===== config.mk =====
export PLATFORM = sky130hd
export DESIGN_NAME = hm_tx_flat
export DESIGN_NICKNAME = d
export VERILOG_FILES = /design/src/rtl/hm_tx_pkg.sv /design/src/rtl/hm_tx_if.sv /design/src/rtl/hm_tx.sv /design/src/flat_wrapper.sv
export SDC_FILE = /design/constraint.sdc
export NUM_CORES = 1
export LEC_CHECK = 0
export ABC_AREA = 1
export CAP_MARGIN = 20
export CORE_AREA = 2 2 197 122
export CTS_CLUSTER_SIZE = 25
export DETAILED_ROUTE_END_ITERATION = 16
export DIE_AREA = 0 0 199 124
export PLACE_DENSITY = 0.67
export SKIP_CTS_REPAIR_TIMING = 1
export SYNTH_ARGS = -nofsm -noshare
export SYNTH_HDL_FRONTEND = slang
export SYNTH_SLANG_ARGS = --single-unit

===== constraint.sdc =====
create_clock -name trn_clk -period 5 [get_ports trn_clk]
set_input_delay 1 -clock trn_clk [delete_from_list [all_inputs] [get_ports trn_clk]]
set_output_delay 1 -clock trn_clk [all_outputs]
set_load 0.02 [all_outputs]

===== src/rtl/hm_tx_pkg.sv =====
`default_nettype none
// ============================================================================
// Module      : hm_tx_pkg
// Description : Shared constants for the hm Memory Read request transmitter.
// Revision    : 1.0
// ============================================================================
package hm_tx_pkg;

    typedef enum logic [1:0] {
        HM_TX_STATE_IDLE = 2'b00,
        HM_TX_STATE_HDR  = 2'b01,
        HM_TX_STATE_ADDR = 2'b10,
        HM_TX_STATE_NEXT = 2'b11
    } hm_tx_state_t;

    // Memory Read fmt/type for 3-dword and 4-dword headers
    localparam logic [1:0] c_fmt_mrd_3dw = 2'b00;
    localparam logic [1:0] c_fmt_mrd_4dw = 2'b01;
    localparam logic [4:0] c_type_mrd    = 5'b00000;

    localparam logic [3:0] c_first_be    = 4'hF;
    localparam logic [3:0] c_last_be     = 4'hF;
    localparam logic [3:0] c_last_be_1dw = 4'h0;

    localparam int c_len_w = 11;

endpackage
`default_nettype wire


===== src/rtl/hm_tx_if.sv =====
`default_nettype none
// ============================================================================
// Module      : hm_tx_if
// Description : Virtex-6 trn transmit interface bundle.
// Revision    : 1.0
// ============================================================================
interface hm_tx_if;
    logic [63:0] trn_td;
    logic        trn_trem_n;
    logic        trn_tsof_n;
    logic        trn_teof_n;
    logic        trn_tsrc_rdy_n;
    logic        trn_tdst_rdy_n;
    logic [5:0]  trn_tbuf_av;
    logic        trn_tsrc_dsc_n;
    logic        trn_terrfwd_n;
    logic        trn_tstr_n;
    logic        trn_tcfg_gnt_n;

    modport master (
        output trn_td, trn_trem_n, trn_tsof_n, trn_teof_n, trn_tsrc_rdy_n,
        output trn_tsrc_dsc_n, trn_terrfwd_n, trn_tstr_n, trn_tcfg_gnt_n,
        input  trn_tdst_rdy_n, trn_tbuf_av
    );

    modport slave (
        input  trn_td, trn_trem_n, trn_tsof_n, trn_teof_n, trn_tsrc_rdy_n,
        input  trn_tsrc_dsc_n, trn_terrfwd_n, trn_tstr_n, trn_tcfg_gnt_n,
        output trn_tdst_rdy_n, trn_tbuf_av
    );
endinterface
`default_nettype wire


===== src/rtl/hm_tx.sv =====
`default_nettype none
// ============================================================================
// Module      : hm_tx
// Description : Splits a host-memory fetch into aligned Memory Read TLPs.
// Revision    : 1.0
// ============================================================================
module hm_tx
    import hm_tx_pkg::*;
#(
    parameter int TOTAL_DW    = 2048,
    parameter int MAX_READ_DW = 32
) (
    input  logic        trn_clk,
    input  logic        trn_reset_n,
    input  logic        tx_start,
    output logic        tx_end,
    input  logic [63:0] hm_addr,
    input  logic [15:0] cfg_completer_id,
    input  logic        trn_lnk_up_n,
    hm_tx_if.master     tx,
    output logic [31:0] stat_trn_cpt_tx,
    output logic [1:0]  stat_state
);

    localparam int         c_rem_w    = $clog2(TOTAL_DW + 1);
    localparam logic [9:0] c_off_mask = 10'(MAX_READ_DW - 1);

    hm_tx_state_t         r_state;
    hm_tx_state_t         w_next_state;
    logic [63:0]          r_addr;
    logic [c_rem_w-1:0]   r_rem;
    logic [4:0]           r_tag;
    logic [31:0]          r_cpt;
    logic                 r_hdr_armed;

    logic [9:0]           w_offset;
    logic [c_len_w-1:0]   w_room;
    logic [c_len_w-1:0]   w_len;
    logic                 w_is_4dw;
    logic                 w_link;
    logic                 w_present_hdr;
    logic                 w_src_rdy;
    logic                 w_accept;
    logic [63:0]          w_td;
    logic                 w_trem_n;
    logic                 w_tsof_n;
    logic                 w_teof_n;
    logic                 w_tx_end;
    logic                 w_unused;

    function automatic logic [63:0] hdr_beat(
        input logic               is_4dw,
        input logic [c_len_w-1:0] len,
        input logic [15:0]        req_id,
        input logic [4:0]         tag
    );
        logic [31:0] dw0;
        logic [31:0] dw1;
        dw0 = {1'b0, (is_4dw ? c_fmt_mrd_4dw : c_fmt_mrd_3dw), c_type_mrd,
               1'b0, 3'b000, 4'b0000, 1'b0, 1'b0, 2'b00, 2'b00, len[9:0]};
        dw1 = {req_id, 3'b000, tag, ((len > 11'd1) ? c_last_be : c_last_be_1dw), c_first_be};
        return {dw0, dw1};
    endfunction

    // Room left before the next MAX_READ_DW*4-byte boundary
    assign w_offset = r_addr[11:2] & c_off_mask;
    assign w_room   = 11'(MAX_READ_DW) - {1'b0, w_offset};
    assign w_len    = (32'(r_rem) < 32'(w_room)) ? 11'(r_rem) : w_room;
    assign w_is_4dw = |r_addr[63:32];

    assign w_link        = ~trn_lnk_up_n;
    // Once beat 1 is offered it stays offered even if tbuf_av drops
    assign w_present_hdr = (r_state == HM_TX_STATE_HDR) && (r_hdr_armed || (tx.trn_tbuf_av != 6'd0));
    assign w_src_rdy     = w_link && (w_present_hdr || (r_state == HM_TX_STATE_ADDR));
    assign w_accept      = w_src_rdy && ~tx.trn_tdst_rdy_n;

    always_ff @(posedge trn_clk or negedge trn_reset_n) begin
        if (!trn_reset_n) begin
            r_state <= HM_TX_STATE_IDLE;
        end else begin
            r_state <= w_next_state;
        end
    end

    always_comb begin
        w_next_state = r_state;
        w_td         = 64'd0;
        w_trem_n     = 1'b0;
        w_tsof_n     = 1'b1;
        w_teof_n     = 1'b1;
        w_tx_end     = 1'b0;
        unique case (r_state)
            HM_TX_STATE_IDLE: begin
                if (tx_start && w_link) begin
                    w_next_state = HM_TX_STATE_HDR;
                end
            end
            HM_TX_STATE_HDR: begin
                if (w_present_hdr) begin
                    w_td     = hdr_beat(w_is_4dw, w_len, cfg_completer_id, r_tag);
                    w_tsof_n = 1'b0;
                end
                if (w_accept) begin
                    w_next_state = HM_TX_STATE_ADDR;
                end
            end
            HM_TX_STATE_ADDR: begin
                w_teof_n = 1'b0;
                w_td     = w_is_4dw ? r_addr : {r_addr[31:0], 32'h0};
                w_trem_n = ~w_is_4dw;
                if (w_accept) begin
                    w_next_state = HM_TX_STATE_NEXT;
                end
            end
            HM_TX_STATE_NEXT: begin
                if (r_rem == '0) begin
                    w_tx_end     = 1'b1;
                    w_next_state = HM_TX_STATE_IDLE;
                end else begin
                    w_next_state = HM_TX_STATE_HDR;
                end
            end
            default: w_next_state = HM_TX_STATE_IDLE;
        endcase
        if (!w_link) begin
            w_next_state = HM_TX_STATE_IDLE;
            w_tx_end     = 1'b0;
        end
    end

    always_ff @(posedge trn_clk or negedge trn_reset_n) begin
        if (!trn_reset_n) begin
            r_addr      <= 64'd0;
            r_rem       <= '0;
            r_tag       <= 5'd0;
            r_cpt       <= 32'd0;
            r_hdr_armed <= 1'b0;
        end else begin
            r_hdr_armed <= w_link && w_present_hdr && ~w_accept;
            if ((r_state == HM_TX_STATE_IDLE) && tx_start && w_link) begin
                r_addr <= {hm_addr[63:2], 2'b00};
                r_rem  <= c_rem_w'(TOTAL_DW);
                r_tag  <= 5'd0;
            end else if ((r_state == HM_TX_STATE_ADDR) && w_accept) begin
                r_cpt  <= r_cpt + 32'd1;
                r_addr <= r_addr + {51'd0, w_len, 2'b00};
                r_rem  <= r_rem - c_rem_w'(w_len);
                r_tag  <= r_tag + 5'd1;
            end
        end
    end

    assign tx.trn_td         = w_td;
    assign tx.trn_trem_n     = w_trem_n;
    assign tx.trn_tsof_n     = w_tsof_n;
    assign tx.trn_teof_n     = w_teof_n;
    assign tx.trn_tsrc_rdy_n = ~w_src_rdy;
    assign tx.trn_tsrc_dsc_n = 1'b1;
    assign tx.trn_terrfwd_n  = 1'b1;
    assign tx.trn_tstr_n     = 1'b1;
    assign tx.trn_tcfg_gnt_n = 1'b0;

    assign tx_end          = w_tx_end;
    assign stat_trn_cpt_tx = r_cpt;
    assign stat_state      = r_state;

    assign w_unused = &{1'b0, hm_addr[1:0]};

endmodule
`default_nettype wire


===== src/flat_wrapper.sv =====
// flat-port wrapper written by rule: the top's interface ports become plain ports
module hm_tx_flat import hm_tx_pkg::*;
#(
    parameter int TOTAL_DW    = 2048,
    parameter int MAX_READ_DW = 32
)
  (trn_clk, trn_reset_n, tx_start, tx_end, hm_addr, cfg_completer_id, trn_lnk_up_n, stat_trn_cpt_tx, stat_state, tx_trn_td, tx_trn_trem_n, tx_trn_tsof_n, tx_trn_teof_n, tx_trn_tsrc_rdy_n, tx_trn_tsrc_dsc_n, tx_trn_terrfwd_n, tx_trn_tstr_n, tx_trn_tcfg_gnt_n, tx_trn_tdst_rdy_n, tx_trn_tbuf_av);
  hm_tx_if tx_i ();
  input  logic trn_clk;
  input  logic trn_reset_n;
  input  logic tx_start;
  output logic tx_end;
  input  logic [63:0] hm_addr;
  input  logic [15:0] cfg_completer_id;
  input  logic trn_lnk_up_n;
  output logic [31:0] stat_trn_cpt_tx;
  output logic [1:0] stat_state;
  output wire logic [$bits(tx_i.trn_td)-1:0] tx_trn_td;
  output wire logic [$bits(tx_i.trn_trem_n)-1:0] tx_trn_trem_n;
  output wire logic [$bits(tx_i.trn_tsof_n)-1:0] tx_trn_tsof_n;
  output wire logic [$bits(tx_i.trn_teof_n)-1:0] tx_trn_teof_n;
  output wire logic [$bits(tx_i.trn_tsrc_rdy_n)-1:0] tx_trn_tsrc_rdy_n;
  output wire logic [$bits(tx_i.trn_tsrc_dsc_n)-1:0] tx_trn_tsrc_dsc_n;
  output wire logic [$bits(tx_i.trn_terrfwd_n)-1:0] tx_trn_terrfwd_n;
  output wire logic [$bits(tx_i.trn_tstr_n)-1:0] tx_trn_tstr_n;
  output wire logic [$bits(tx_i.trn_tcfg_gnt_n)-1:0] tx_trn_tcfg_gnt_n;
  input wire logic [$bits(tx_i.trn_tdst_rdy_n)-1:0] tx_trn_tdst_rdy_n;
  input wire logic [$bits(tx_i.trn_tbuf_av)-1:0] tx_trn_tbuf_av;
  assign tx_trn_td = tx_i.trn_td;
  assign tx_trn_trem_n = tx_i.trn_trem_n;
  assign tx_trn_tsof_n = tx_i.trn_tsof_n;
  assign tx_trn_teof_n = tx_i.trn_teof_n;
  assign tx_trn_tsrc_rdy_n = tx_i.trn_tsrc_rdy_n;
  assign tx_trn_tsrc_dsc_n = tx_i.trn_tsrc_dsc_n;
  assign tx_trn_terrfwd_n = tx_i.trn_terrfwd_n;
  assign tx_trn_tstr_n = tx_i.trn_tstr_n;
  assign tx_trn_tcfg_gnt_n = tx_i.trn_tcfg_gnt_n;
  assign tx_i.trn_tdst_rdy_n = tx_trn_tdst_rdy_n;
  assign tx_i.trn_tbuf_av = tx_trn_tbuf_av;
  hm_tx #(.TOTAL_DW(TOTAL_DW), .MAX_READ_DW(MAX_READ_DW)) u_core (.trn_clk(trn_clk), .trn_reset_n(trn_reset_n), .tx_start(tx_start), .tx_end(tx_end), .hm_addr(hm_addr), .cfg_completer_id(cfg_completer_id), .trn_lnk_up_n(trn_lnk_up_n), .tx(tx_i), .stat_trn_cpt_tx(stat_trn_cpt_tx), .stat_state(stat_state));
endmodule

# --- Word-level counts from Yosys, hierarchy flattened ---
# Index checks and enable logic that the tools add are counted.
# W data, S select, Z words.
op_classes:
  add_sub_neg: 5
  order_cmp: 2
  n_eq_ne: 6
  n_mux: 25
  n_bitwise: 6
  n_reduce_logical: 18
ops:
  columns: ["op", "count"]
  rows:
  - ["$mux W64", 3]
  - ["$pmux W64 S2", 1]
  - ["$add A64 B13 Y64", 1]
  - ["$mux W63", 1]
  - ["$add A32 B1 Y32 const B", 1]
  - ["$reduce_or A32 Y1", 1]
  - ["$mux W12", 2]
  - ["$logic_not A12 Y1", 1]
  - ["$lt A12 B11 Y1", 1]
  - ["$sub A12 B11 Y12", 1]
  - ["$gt A11 B1 Y1 const B", 1]
  - ["$mux W11", 1]
  - ["$mux W5", 2]
  - ["$logic_and A1 B1 Y1", 9]
  - ["$mux W1", 9]
  - ["$ne A3 B2 Y1 const B", 3]
  - ["$mux W2", 4]
  - ["$pmux W2 S4", 1]
  - ["$sub A6 B5 Y7 const A", 1]
  - ["$not A1 Y1", 6]
  - ["$reduce_bool A6 Y1", 1]
  - ["$add A5 B1 Y5 const B", 1]
  - ["$eq A2 B2 Y1 const B", 2]
  - ["$mux W4", 1]
  - ["6 further kinds", 7]
word_totals:
  regBits: 116
  in_bits: 91
  out_inout_bits: 107
  wordCells: 68

# --- Longest topological paths before layout ---
depth:
  word_depth: 9
  depth_mapped: 30
  ltp_nobuf: 30

# --- Worst setup path before layout ---
# OpenSTA, ideal clock, no wires.
synth_timing:
  path_kind: "flip-flop to flip-flop"
  start: "register u_core.r_addr[3]"
  end: "register u_core.r_addr[36]"
  setup_time_ns: 0.124
  arrival_time_ns: 3.552
  slack_ns: 1.324
  stages_incl_launch_ff: 26
  path_cell_list: "dfrtp_1 -> inv_1 -> ha_1 -> nand3_1 -> xor2_1 -> ha_1 -> a21oi_1 -> nand2_1 -> nor2_4 -> nand2_1 -> o21ai_0 -> ha_1 -> inv_1 -> fa_1 -> inv_1 -> nand2_1 -> o21ai_2 -> nand2_1 -> nand2_1 -> nand3_1 -> nand2_1 -> nand2_1 -> nor2_1 -> nand2_1 -> nand3_1 -> nand3_1"
synth_via:
  elab_chain_cells: 6
synth_rtl:
  columns: ["element", "line_no", "source"]
  rows:
  - ["start: declaration", "hm_tx.sv:30", "logic [63:0] r_addr;"]
  - ["start signal: assignment", "hm_tx.sv:141", "r_addr <= {hm_addr[63:2], 2'b00};"]
  - ["start signal: assignment", "hm_tx.sv:146", "r_addr <= r_addr + {51'd0, w_len, 2'b00};"]
  - ["$sub A6 B5 Y7", "hm_tx.sv:67", "assign w_room = 11'(MAX_READ_DW) - {1'b0, w_offset};"]
  - ["$lt A12 B11 Y1", "hm_tx.sv:68", "assign w_len = (32'(r_rem) < 32'(w_room)) ? 11'(r_rem) : w_room;"]
  - ["$mux W11", "hm_tx.sv:68", null]
  - ["$add A64 B13 Y64 (*)", "hm_tx.sv:146", null]
  - ["$mux W64 (*)", "hm_tx.sv:144", "end else if ((r_state == HM_TX_STATE_ADDR) && w_accept) begin"]
  - ["$mux W64 (*)", "hm_tx.sv:140", "if ((r_state == HM_TX_STATE_IDLE) && tx_start && w_link) begin"]
# Mark *: on every way between the ends. The rest lies on a longest branch, timed or not. The select of a mux whose other input is x is not followed.
# A chain may end at the register's enable or synchronous reset.

# --- Worst setup path in the final report ---
layout_timing:
  start: "register u_core.r_addr[2]"
  end: "output tx_trn_td[33]"
layout_via:
  elab_chain_cells: 5
layout_rtl:
  columns: ["element", "line_no", "source"]
  rows:
  - ["$sub A6 B5 Y7 (*)", "hm_tx.sv:67", null]
  - ["$lt A12 B11 Y1", "hm_tx.sv:68", null]
  - ["$mux W11 (*)", "hm_tx.sv:68", null]
  - ["$mux W63 (*)", "hm_tx.sv:99", "if (w_present_hdr) begin"]
  - ["$pmux W64 S2 (*)", "hm_tx.sv:92", "unique case (r_state)"]
  - ["end: declaration", "flat_wrapper.sv:18", "output wire logic [$bits(tx_i.trn_td)-1:0] tx_trn_td;"]
# Mark *: on every way between the ends. The rest lies on a longest branch, timed or not.

==> metrics <==
CP most frequent cell=nand2_1; Syn Std Cell Area=0.00902 mm²; global route overflow=0; worst hold path endpoint=u_core.r_tag[4]; Slowest-stage cell, CP=clkdlybuf4s50_1; vias in the first global route=9,256; leakage power=5.32 nW; Avg WL per Cell=19.7 µm; Mean Syn Cell Area=6.78 µm²; Finished Layout Cells=1,840; Area contributors post-synth=dfrtp_1 (32%), nand2_1 (16%), inv_1 (6.7%), nand3_1 (5.7%), xor2_1 (4.9%); area grow syn2layout=31.6%; # fillers=2,327; final hold vios=0; WP data arrival=3.73 ns; Die Area=0.0247 mm²; DR DRC count=0; CTS Buf Count=17; overall routed net length=36,200 µm; #FFs+latches synth=114; Root Buffer Master=clkbuf_16; average via count per standard cell=5.45; R2R setup slack=0.33 ns; clk slew on worst S/H paths=0.06 ns; CP Class=flop to output port; EDFF count, synth=0; pwr dens=537 mW/mm²; Setup TNS=0 ns; IO Count=198; routability cong.=0.991; First DRT Iteration DRCs=1,065; PortBufs=191; Worst setup EP type=output port; crit path time final=4.73 ns; First-pass DRT Iterations=5; Final setup viols=0; Vias=10,000; Slew HR=37.3%; dpl ws=0.476 ns; Post-DP HPWL=28,400 µm; CTS sink count=114; yosys warns=0; outcome=completed; Yosys top cell area share=31.6%; count leader, synth=nand2_1; Post-Syn Instances=1,330; largest stage delay on the critical path=0.67 ns; crit path buf inv count=3; Post-synth top cells=nand2_1 (374), inv_1 (160), dfrtp_1 (114), nor2_1 (105), nand3_1 (103); Initial Util=39.6%; GRT Overall Usage=30.2%; Min Hold Slack=0.470 ns; Core Rows=43; CP required=4.00 ns; largest net degree at the start of global routing=57; diode count=0; f_max=0.211 GHz; WHS Path Cells=1; Synth Flop Type=dfrtp_1; later-pin clock latency in the skew report=0.44 ns; crit path cell chain=inv_1 > ha_1 > nand3_1 > xor2_1 > ha_1 > a21oi_1 > nand2_1 > nor2_4 > nand2_1 > buf_4 > nand2_1 > nand2_1 > o21ai_0 > clkdlybuf4s50_1; Startpoint Class=flop; CTS tree=built; Die Y-Extent=124 µm; Final Max Tran Viols=0; post-route antenna net violation count=0; Core ar.=0.0228 mm²; Async S/R FF share, synth=100%; Max Root-Sink Buffers=2; share of cells above drive strength 1=4.79%; final period utilization=94.6%; Crit Path Max Fanout=7; worst r2r dst=u_core.r_addr[34]; Clock Skew=0.0140 ns; DP Cell Count=1,809; NumNets Final=1,635; global-route wire length before repair=54,800 µm; RSZ-0062 raised after global routing=no; area leader, netlist=dfrtp_1; Final Worst Setup Slack=0.271 ns; HP Start=u_core.r_tag[4]; hold crit path type=flop to flop; sequential share of the synthesized area=31.6%; CP delay by family, top=buffers and inverters; die span in x=199 µm; VDD IR-drop max=0.270 mV; Reg2Reg Depth=25; Slew @ Worst Pin=0.938 ns; initial antenna violation count=0; worst r2r src=u_core.r_addr[2]; Yosys cell types=50; H-tree Lvls=4; Max Cap Violations=0
==> area by class of cell <==
class	count	area [µm²]	share of cell area, %
multi-input combinational	1009	5350	45.1
clock buffer	21	450	3.80
sequential	114	2850	24.0
clock inverter	10	135	1.14
timing repair buffer	207	2060	17.4
inverter	164	617	5.20
tap	315	394	3.32
==> per-stage QoR <==
step                instance area, µm²  total power [mW]  util (%)
floorplan                         9040              3.76         -
global route                     11900              6.80      52.1
global placement                 11300              4.96      49.5
CTS                              11900              6.29      52.1
detailed placement               11300              5.00      49.5
finish                           11900              6.37      52.1
==> cell families after synthesis <==
group           Yosys count  share of synthesized area (%)
simple gates            682                           33.3
buf+inv                 214                           9.41
compound gates          212                           13.8
flops                   114                           31.6
xor+xnor                 75                           7.28
fa+ha+maj                31                           4.47
other cells               2                         0.0833
==> worst reg2reg max path, cell delays in order, from the launching register on <==
cell     delay, ns
dfrtp_1       0.43
inv_1         0.18
ha_1          0.22
nand3_1       0.11
xor2_1        0.18
ha_1          0.20
a21oi_1       0.25
nand2_1       0.13
nor2_4        0.16
nand2_1       0.10
o21ai_1       0.27
ha_1          0.24
inv_1         0.06
fa_1          0.35
inv_1         0.08
nand2_1       0.10
o21ai_2       0.27
nand2_1       0.08
nand2_1       0.14
nand2_1       0.07
nand2_1       0.19
nand2_1       0.14
nor2_1        0.33
xor2_1        0.18
nand2_1       0.07
nand3_1       0.07
==> flip-flops by register name, summed over array words and instances (netlist names) <==
register	count
u_core.r_addr	62
u_core.r_hdr_armed	1
u_core.r_rem	12
u_core.r_tag	5
u_core.stat_state	2
u_core.stat_trn_cpt_tx	32
==> cell usage in the layout (no fill, tap or decap), types with 4 or more instances in the layout <==
cell type        Yosys  final
nand3_1            103    103
o21bai_1             9      9
inv_1              160    160
conb_1               2      9
nand2_2              4      4
buf_4                7     15
a21oi_1             57     57
clkbuf_16            0     17
clkinv_2             1      5
o21ai_0             85     84
nor2_4               4      5
o22ai_1             11     11
dlymetal6s2s_1       0      4
nor2_1             105    104
nand2_1            374    374
o221ai_1            11     11
o31ai_1             17     17
nor4_1              17     17
xor2_1              50     50
clkdlybuf4s50_1      0    186
ha_1                29     29
o211ai_1            16     16
nand4_1             25     25
nor3_1              29     29
xnor2_1             25     25
dfrtp_1            114    114
==> where the power goes <==
| part | leakage, nW | switching, mW | internal (mW) |
|---|---|---|---|
| clock network | 0.287 | 0.471 | 0.790 |
| logic | 3.57 | 2.10 | 1.23 |
| registers | 1.46 | 0.566 | 1.21 |
| total | 5.32 | 3.14 | 3.23 |
==> worst max-delay path by stage <==
| stage | cells past startpoint | startpoint | slack (ns) | endpoint |
|---|---|---|---|---|
| floorplan | 25 | u_core.r_addr[3] | 1.32 | u_core.r_addr[36] |
| global placement | 25 | u_core.r_addr[2] | 0.55 | u_core.r_addr[34] |
| detailed placement | 25 | u_core.r_addr[2] | 0.48 | u_core.r_addr[34] |
| CTS | 15 | u_core.r_addr[2] | 0.26 | tx_trn_td[6] |
| global route | 29 | u_core.r_addr[2] | 0.04 | u_core.r_addr[36] |
| finish | 14 | u_core.r_addr[2] | 0.27 | tx_trn_td[33] |
==> routing by layer <==
metal | vias to the layer above | GRT usage, % | routed length [µm]
met5 | - | 0 | 0
met4 | 0 | 8.16 | 649
met3 | 51 | 7.77 | 3790
met2 | 481 | 41.9 | 14100
met1 | 4757 | 45.6 | 17700
li1 | 4730 | - | -
Power figures use the tool's default switching activity.
